===== config.mk =====
export PLATFORM = sky130hd
export DESIGN_NAME = glitch_sequencer
export DESIGN_NICKNAME = d
export VERILOG_FILES = /design/src/rtl/glitch_sequencer.sv
export SDC_FILE = /design/constraint.sdc
export NUM_CORES = 1
export LEC_CHECK = 0
export CORE_MARGIN = 4
export CORE_UTILIZATION = 33
export DETAILED_ROUTE_END_ITERATION = 8
export GPL_TIMING_DRIVEN = 1
export PLACE_DENSITY = 0.62
export SYNTH_ARGS = -nofsm -noshare
export SYNTH_HDL_FRONTEND = slang
export SYNTH_SLANG_ARGS = --single-unit

===== constraint.sdc =====
create_clock -name clk_in1 -period 3.64 [get_ports clk_in1]
set_input_delay 0.91 -clock clk_in1 [delete_from_list [all_inputs] [get_ports clk_in1]]
set_output_delay 0.91 -clock clk_in1 [all_outputs]
set_load 0.005 [all_outputs]

===== src/rtl/glitch_sequencer.sv =====
// Armed glitch-timing controller driving the glitch clock mux select; trigger-pin to edge takes SYNC_STAGES+1 cycles,
// first glitch_sel at edge+delay+1. No backpressure: config is sampled on arm, arm/trigger outside their states are dropped.
module glitch_sequencer #(
  parameter int CNT_W       = 16,
  parameter int NUM_W       = 4,
  parameter int SYNC_STAGES = 2
) (
  input  logic             clk_in1,
  input  logic             rst,
  input  logic [CNT_W-1:0] cfg_delay,
  input  logic [CNT_W-1:0] cfg_width,
  input  logic [CNT_W-1:0] cfg_gap,
  input  logic [NUM_W-1:0] cfg_num,
  input  logic             arm,
  input  logic             trigger,
  input  logic             abort,
  output logic             glitch_sel,
  output logic             armed,
  output logic             busy,
  output logic             done,
  output logic [NUM_W-1:0] glitch_cnt
);

  typedef enum logic [2:0] {
    S_IDLE, S_ARMED, S_DELAY, S_GLITCH, S_GAP, S_DONE
  } state_t;

  localparam logic [CNT_W-1:0] CNT_ONE = CNT_W'(1);
  localparam logic [NUM_W-1:0] NUM_ONE = NUM_W'(1);

  logic [SYNC_STAGES-1:0] sync_q;
  logic                   prev_q;
  logic                   edge_q;

  state_t           state_q;
  logic [CNT_W-1:0] cnt_q;
  logic [CNT_W-1:0] delay_q, width_q, gap_q;
  logic [NUM_W-1:0] num_q;
  logic             glitch_sel_q, armed_q, busy_q, done_q;
  logic [NUM_W-1:0] glitch_cnt_q;

  logic [CNT_W-1:0] width_eff, gap_eff;
  logic [NUM_W-1:0] num_eff;
  logic [NUM_W-1:0] glitch_cnt_d;

  assign width_eff    = (cfg_width == '0) ? CNT_ONE : cfg_width;
  assign gap_eff      = (cfg_gap == '0) ? CNT_ONE : cfg_gap;
  assign num_eff      = (cfg_num == '0) ? NUM_ONE : cfg_num;
  assign glitch_cnt_d = (glitch_cnt_q == '1) ? glitch_cnt_q : glitch_cnt_q + NUM_ONE;

  // Registered edge pulse keeps the pin-to-edge latency at SYNC_STAGES+1.
  always_ff @(posedge clk_in1 or negedge rst) begin
    if (!rst) begin
      sync_q <= '0;
      prev_q <= 1'b0;
      edge_q <= 1'b0;
    end else begin
      sync_q <= {sync_q[SYNC_STAGES-2:0], trigger};
      prev_q <= sync_q[SYNC_STAGES-1];
      edge_q <= sync_q[SYNC_STAGES-1] & ~prev_q;
    end
  end

  always_ff @(posedge clk_in1 or negedge rst) begin
    if (!rst) begin
      state_q      <= S_IDLE;
      cnt_q        <= '0;
      delay_q      <= '0;
      width_q      <= '0;
      gap_q        <= '0;
      num_q        <= '0;
      glitch_sel_q <= 1'b0;
      armed_q      <= 1'b0;
      busy_q       <= 1'b0;
      done_q       <= 1'b0;
      glitch_cnt_q <= '0;
    end else if (abort) begin
      state_q      <= S_IDLE;
      glitch_sel_q <= 1'b0;
      armed_q      <= 1'b0;
      busy_q       <= 1'b0;
      done_q       <= 1'b0;
    end else begin
      done_q <= 1'b0;
      case (state_q)
        S_IDLE: begin
          if (arm) begin
            delay_q      <= cfg_delay;
            width_q      <= width_eff;
            gap_q        <= gap_eff;
            num_q        <= num_eff;
            glitch_cnt_q <= '0;
            armed_q      <= 1'b1;
            state_q      <= S_ARMED;
          end
        end
        S_ARMED: begin
          if (edge_q) begin
            armed_q <= 1'b0;
            busy_q  <= 1'b1;
            if (delay_q == '0) begin
              state_q      <= S_GLITCH;
              glitch_sel_q <= 1'b1;
              cnt_q        <= width_q;
            end else begin
              state_q <= S_DELAY;
              cnt_q   <= delay_q;
            end
          end
        end
        S_DELAY, S_GAP: begin
          if (cnt_q == CNT_ONE) begin
            state_q      <= S_GLITCH;
            glitch_sel_q <= 1'b1;
            cnt_q        <= width_q;
          end else begin
            cnt_q <= cnt_q - CNT_ONE;
          end
        end
        S_GLITCH: begin
          if (cnt_q == CNT_ONE) begin
            glitch_sel_q <= 1'b0;
            glitch_cnt_q <= glitch_cnt_d;
            if (glitch_cnt_d >= num_q) begin
              state_q <= S_DONE;
              busy_q  <= 1'b0;
              done_q  <= 1'b1;
            end else begin
              state_q <= S_GAP;
              cnt_q   <= gap_q;
            end
          end else begin
            cnt_q <= cnt_q - CNT_ONE;
          end
        end
        S_DONE:  state_q <= S_IDLE;
        default: state_q <= S_IDLE;
      endcase
    end
  end

  assign glitch_sel = glitch_sel_q;
  assign armed      = armed_q;
  assign busy       = busy_q;
  assign done       = done_q;
  assign glitch_cnt = glitch_cnt_q;

endmodule


==> impl_metrics.env, run 1 <==
export IMPL_run_status="completed"
export IMPL_synth_edf_count=0
export IMPL_hpwlAfterDp_mm=8.96
export IMPL_postCtsSetupBuffers=0
export IMPL_wl_per_cell_um=18.3
export IMPL_netlist_area_um2=4400
export IMPL_ys_flop_type="dfrtp_1"
export IMPL_seq_area_frac_synth_pct=47.2
export IMPL_finClkSkew_ps=8.42
export IMPL_required_ps=3880
export IMPL_diodes=0
export IMPL_cp_start_kind="flip-flop"
export IMPL_cpPeakStageDelay_ps=560
export IMPL_switchingPower_mw=1.50
export IMPL_coreArea_um2=12800
export IMPL_ctsResizeCount=0
export IMPL_vias=3644
export IMPL_ys_ff_latch=83
export IMPL_total_power_mw=4.11
export IMPL_maxCapViolCount=0
export IMPL_worstPathMaxFanout=18
export IMPL_clockPowerShare_pct=24.4
export IMPL_grt_max_degree=84
export IMPL_clk_pin_slew_ps=70
export IMPL_final_common_cell="dfrtp_1"
export IMPL_postRouteAntennaNets=0
export IMPL_period_share_pct=82.1
export IMPL_initial_core_util_pct=34.3
export IMPL_finalHoldWorstSlack_ps=347
export IMPL_wl_mm=12.2
export IMPL_area_growth_pct=26.1
export IMPL_grt_use_total_pct=16.9
export IMPL_drcViolationCount=0
export IMPL_worstSetupPathType="flip-flop to flip-flop"
export IMPL_min_period_ps=2990
export IMPL_yosys_top_cells_area="dfrtp_1 (47%), mux2_2 (13%), nor2_1 (4.2%)"
export IMPL_ys_types=63
export IMPL_vdd_drop_max_mv=0.282
export IMPL_tightest_slew_ps=1090
export IMPL_drt_pass1_iterations=4
export IMPL_instances_no_fill=669
export IMPL_async_reset_ff_share_pct=100
export IMPL_tns_ps=0
export IMPL_slew_headroom_pct=27.5
export IMPL_final_util_pct=43.2
export IMPL_tritoncts="done"
export IMPL_dieArea_um2=15200
export IMPL_grt_pass1_wl_mm=19.8
export IMPL_p_per_area_nw_per_um2=742
export IMPL_drive_above_1_share_pct=18.1
export IMPL_antenna_found_initial=0
export IMPL_final_max_slew_viol_count=0
export IMPL_min_path_type="flip-flop to flip-flop"
export IMPL_crit_path_top_delay_cell="a21o_1"
export IMPL_ys_warn_count=0
export IMPL_grt_overflow=0
export IMPL_p_int_mw=2.61
export IMPL_numCtsBuffers=9
export IMPL_switching_share_pct=36.4
export IMPL_fmax_mhz=335
export IMPL_core_rowCount=41
export IMPL_worstPathCellList="ha_1 -> nand3_1 -> mux2_2 -> ha_1 -> a21oi_1 -> o21ai_0 -> a21o_1 -> a21oi_1 -> a21o_1"
export IMPL_die_h_um=123
export IMPL_rsz0062_at_grt="no"
export IMPL_io_pins=65
export IMPL_leakage_nw=2.17
export IMPL_clock_sinks=83
export IMPL_syn_inst=433
export IMPL_fp_dieW_um=123
export IMPL_pwr_share_comb_pct=33.4
export IMPL_mostFrequentLayoutCells="dfrtp_1 (83), clkdlybuf4s50_1 (63), mux2_2 (51)"
export IMPL_ctsHoldBuffers=0
export IMPL_cp_end_kind="flip-flop"
export IMPL_syn_nets=497
export IMPL_grt_pass1_vias=3685
export IMPL_synth_top_area_cell="dfrtp_1"
export IMPL_io_buffers=64
export IMPL_avgViaCountPerCell=5.45
export IMPL_htree_levels=3
export IMPL_clk_path_buf_depth=2
export IMPL_worst_skew_pair_late_latency_ps=340
export IMPL_layout_nets=556
export IMPL_syn_avg_cell_area_um2=10.2
export IMPL_cts_root_buf="clkbuf_16"
export IMPL_cp_arrival_ps=3220
export IMPL_gp_congestion=0.914
export IMPL_synth_top_area_share_pct=47.2
export IMPL_setup_viol=0
export IMPL_p_seq_share_pct=42.1
export IMPL_drt_initial_drc_count=241
export IMPL_placed_cells=653
export IMPL_hold_viol_final=0
## per-layer routing
layer  wire length (µm)  track usage [%]  up-vias
li1                   -                -     1736
met1               5720             23.6     1787
met2               5560             25.7      104
met3                660             3.71       17
met4                280             6.44        0
met5                  0                0        -
## stage by stage
step           setup slack [ps]  area, µm²
2_1_floorplan              1060       4400
3_3_place_gp                761       5220
3_5_place_dp                670       5220
4_1_cts                     654       5540
5_1_grt                     332       5540
6_report                    653       5540
## power by group through the flow
stage / clock [mW] / sequential, mW / combinational (mW)
after floorplan: 0 / 1.56 / 1.04
after global placement: 0 / 1.73 / 1.34
after detailed placement: 0 / 1.74 / 1.36
final: 1.00 / 1.73 / 1.37
after global routing: 1.05 / 1.80 / 1.52
after CTS: 1.02 / 1.73 / 1.37
## cells in the mapped netlist (all sizes together) (4+ instances only)
| library cell | n |
|---|---|
| mux2 | 51 |
| buf | 11 |
| nand2 | 27 |
| o22ai | 7 |
| nand3 | 7 |
| clkbuf | 12 |
| nand2b | 5 |
| inv | 7 |
| ha | 7 |
| o21ai | 22 |
| a31oi | 7 |
| a21oi | 32 |
| a211oi | 4 |
| nor2 | 52 |
| nor4 | 17 |
| nor2b | 5 |
| nor3 | 20 |
| dfrtp | 83 |
| a221oi | 6 |
## final timing paths
| check | depth (start not counted) | startpoint | to | slack, ps |
|---|---|---|---|---|
| worst max-delay path | 9 | glitch_cnt[0]$_DFFE_PN0P_ | cnt_q[4]$_DFFE_PN0P_ | 650 |
| worst min-delay path | 0 | sync_q[0]$_DFF_PN0_ | sync_q[1]$_DFF_PN0_ | 350 |
| worst max register to register | 9 | glitch_cnt[0]$_DFFE_PN0P_ | cnt_q[4]$_DFFE_PN0P_ | 650 |
| worst min register to register | 0 | sync_q[0]$_DFF_PN0_ | sync_q[1]$_DFF_PN0_ | 350 |
| max in group asynchronous | 1 | rst | glitch_sel$_DFFE_PN0P_ | 2160 |
| min in group asynchronous | 1 | rst | delay_q[5]$_DFFE_PN0P_ | 760 |
## logic make-up after synthesis
logic type / count (synthesis) / share of synthesized area, %
adder cells (fa/ha/maj): 7 / 1.99
buffers and inverters: 30 / 3.02
flip-flops: 83 / 47.2
AO/OA/AOI/OAI: 108 / 16.1
multiplexers: 54 / 13.7
XOR/XNOR: 2 / 0.398
AND/OR/NAND/NOR: 149 / 17.5
## sequential cells by signal, indices dropped and copies added, names as in the netlist, 2 cells and up
signal	count
state_q	3
delay_q	16
width_q	16
num_q	4
sync_q	2
glitch_cnt	4
gap_q	16
cnt_q	16
## worst max-delay path, delay by kind of cell (launching register included)
| family | cells | cell delay [ps] |
|---|---|---|
| DFF | 1 | 430 |
| and+or+nand+nor | 1 | 140 |
| adders and majority gates | 2 | 530 |
| muxes | 1 | 360 |
| AOI/OAI and AO/OA | 5 | 1420 |
## final cells by class
| class | count | area (µm²) |
|---|---|---|
| Sequential cell | 83 | 2080 |
| Tap cell | 172 | 215 |
| Inverter | 7 | 26.3 |
| Clock buffer | 11 | 243 |
| Clock inverter | 5 | 85.1 |
| Timing Repair Buffer | 71 | 703 |
| Multi-Input combinational cell | 320 | 2190 |
| Fill cell | 1268 | 7280 |
Power figures use the tool's default switching activity.
==> run 2: changes to the inputs <==
Clock period 3.64 ns to 3.1 ns, I/O delays scaled along.
==> run 2 against run 1 <==
Against the previous run: clock skew is 3.0 ps lower; flip-flop and latch count unchanged; global-route usage is 0.28 points higher; sequential power grew 17%; total power up 16%; final area up 0.47%; maximum frequency up 6.1%; worst hold slack better by 4.7 ps; die area is the same; utilization up 0.20 points; critical path type unchanged; critical endpoint unchanged.
==> impl_metrics.env, run 2 (synthesis gave the netlist of run 1 again) <==
export IMPL_ctsResizeCount=0
export IMPL_hold_viol_final=0
export IMPL_io_pins=65
export IMPL_final_common_cell="dfrtp_1"
export IMPL_fp_dieW_um=123
export IMPL_vdd_drop_max_mv=0.373
export IMPL_r2r_cells=10
export IMPL_numCtsBuffers=9
export IMPL_grt_overflow=0
export IMPL_core_rowCount=41
export IMPL_finClkSkew_ps=5.41
export IMPL_gp_congestion=0.976
export IMPL_avgViaCountPerCell=5.52
export IMPL_cp_arrival_ps=3040
export IMPL_tritoncts="done"
export IMPL_postRouteAntennaNets=0
export IMPL_final_util_pct=43.4
export IMPL_slew_headroom_pct=31.8
export IMPL_fmax_mhz=355
export IMPL_pwr_share_comb_pct=34.9
export IMPL_min_period_ps=2820
export IMPL_clk_path_buf_depth=2
export IMPL_required_ps=3330
export IMPL_htree_levels=3
export IMPL_maxCapViolCount=0
export IMPL_worstPathMaxFanout=18
export IMPL_hp_start="sync_q[0]$_DFF_PN0_"
export IMPL_die_h_um=123
export IMPL_drt_pass1_iterations=7
export IMPL_hpwlAfterDp_mm=9.23
export IMPL_nFillCells=1252
export IMPL_run_status="completed"
export IMPL_switchingPower_mw=1.75
export IMPL_layout_nets=564
export IMPL_worstHoldPathCells=0
export IMPL_total_power_mw=4.76
export IMPL_rsz0062_at_grt="no"
export IMPL_worst_skew_pair_late_latency_ps=340
export IMPL_diodes=0
export IMPL_postCtsSetupBuffers=0
export IMPL_leakage_nw=2.19
export IMPL_antenna_found_initial=0
export IMPL_grt_use_total_pct=17.2
export IMPL_drt_initial_drc_count=313
export IMPL_clockPowerShare_pct=22.5
export IMPL_cp_start_kind="flip-flop"
export IMPL_seqCellArea_um2=2080
export IMPL_r2r_setup_slack_ps=280
export IMPL_dieArea_um2=15200
export IMPL_final_max_slew_viol_count=0
export IMPL_wl_mm=12.3
export IMPL_p_seq_share_pct=42.6
export IMPL_tightest_slew_ps=1020
export IMPL_clk_pin_slew_ps=60
export IMPL_initial_core_util_pct=34.3
export IMPL_tns_ps=0
export IMPL_setup_viol=0
export IMPL_ctsHoldBuffers=0
export IMPL_mostFrequentLayoutCells="dfrtp_1 (83), clkdlybuf4s50_1 (63), mux2_2 (51)"
export IMPL_grt_pass1_wl_mm=20.1
export IMPL_clock_sinks=83
export IMPL_area_growth_pct=26.7
export IMPL_r2r_end="cnt_q[4]$_DFFE_PN0P_"
export IMPL_drcViolationCount=0
export IMPL_place_area_um2=5280
export IMPL_period_share_pct=90.8
export IMPL_min_to="sync_q[1]$_DFF_PN0_"
export IMPL_switching_share_pct=36.7
export IMPL_coreArea_um2=12800
export IMPL_grt_pass1_vias=3737
export IMPL_io_buffers=64
export IMPL_vias=3734
export IMPL_cts_root_buf="clkbuf_16"
export IMPL_multiInputGateArea_um2=2190
export IMPL_post_route_cell_area_um2=5570
export IMPL_wl_per_cell_um=18.1
export IMPL_worstSetupPathType="flip-flop to flip-flop"
export IMPL_p_int_mw=3.01
export IMPL_min_path_type="flip-flop to flip-flop"
export IMPL_cp_end_kind="flip-flop"
export IMPL_p_per_area_nw_per_um2=855
export IMPL_timing_rr_start="glitch_cnt[0]$_DFFE_PN0P_"
export IMPL_drive_above_1_share_pct=19.2
export IMPL_grt_max_degree=84
-- run 2: layout make-up --
type                            instances  share of cell area, %
Timing Repair Buffer                   79                   13.7
Clock buffer                           11                   4.36
Tap cell                              172                   3.86
Inverter                                7                  0.472
Multi-Input combinational cell        320                   39.4
Clock inverter                          4                  0.921
Sequential cell                        83                   37.3
-- run 2: worst max-delay path by stage --
stage                                   start                     to
global route        glitch_cnt[0]$_DFFE_PN0P_   cnt_q[6]$_DFFE_PN0P_
finish              glitch_cnt[0]$_DFFE_PN0P_   cnt_q[4]$_DFFE_PN0P_
detailed placement  glitch_cnt[0]$_DFFE_PN0P_   cnt_q[4]$_DFFE_PN0P_
CTS                 glitch_cnt[0]$_DFFE_PN0P_   cnt_q[4]$_DFFE_PN0P_
floorplan           glitch_cnt[0]$_DFFE_PN0P_  cnt_q[11]$_DFFE_PN0P_
global placement    glitch_cnt[0]$_DFFE_PN0P_   cnt_q[4]$_DFFE_PN0P_
-- run 2: per-layer routing --
metal	GRT usage, %	routed length (µm)	vias up
li1	-	-	1749
met1	24.3	5570	1823
met2	25.9	5680	143
met3	3.48	708	19
met4	6.57	295	0
met5	0	0	-
-- run 2: worst max-delay path, cell delays in order, from the launching register on --
cell     delay, ps
dfrtp_1        430
ha_1           270
nand3_1        150
mux2_2         360
ha_1           280
a21oi_1         50
o21ai_0        230
buf_4          180
a21o_1         490
a21oi_1         90
a21o_1         180
-- run 2: power groups by stage --
| stage | sequential [mW] | combinational [mW] | clock (mW) |
|---|---|---|---|
| after global routing | 2.09 | 1.83 | 1.14 |
| after global placement | 2.02 | 1.63 | 0 |
| after floorplan | 1.84 | 1.22 | 0 |
| after CTS | 2.02 | 1.66 | 1.09 |
| after detailed placement | 2.04 | 1.65 | 0 |
| final | 2.03 | 1.66 | 1.07 |
-- run 2: stage by stage --
step                cells  hold WS (ps)  worst slack [ps]
floorplan             433           331               520
finish                676           352               285
global placement      661           336               419
CTS                   676           355               286
global route          676           367              99.1
detailed placement    661           342               302
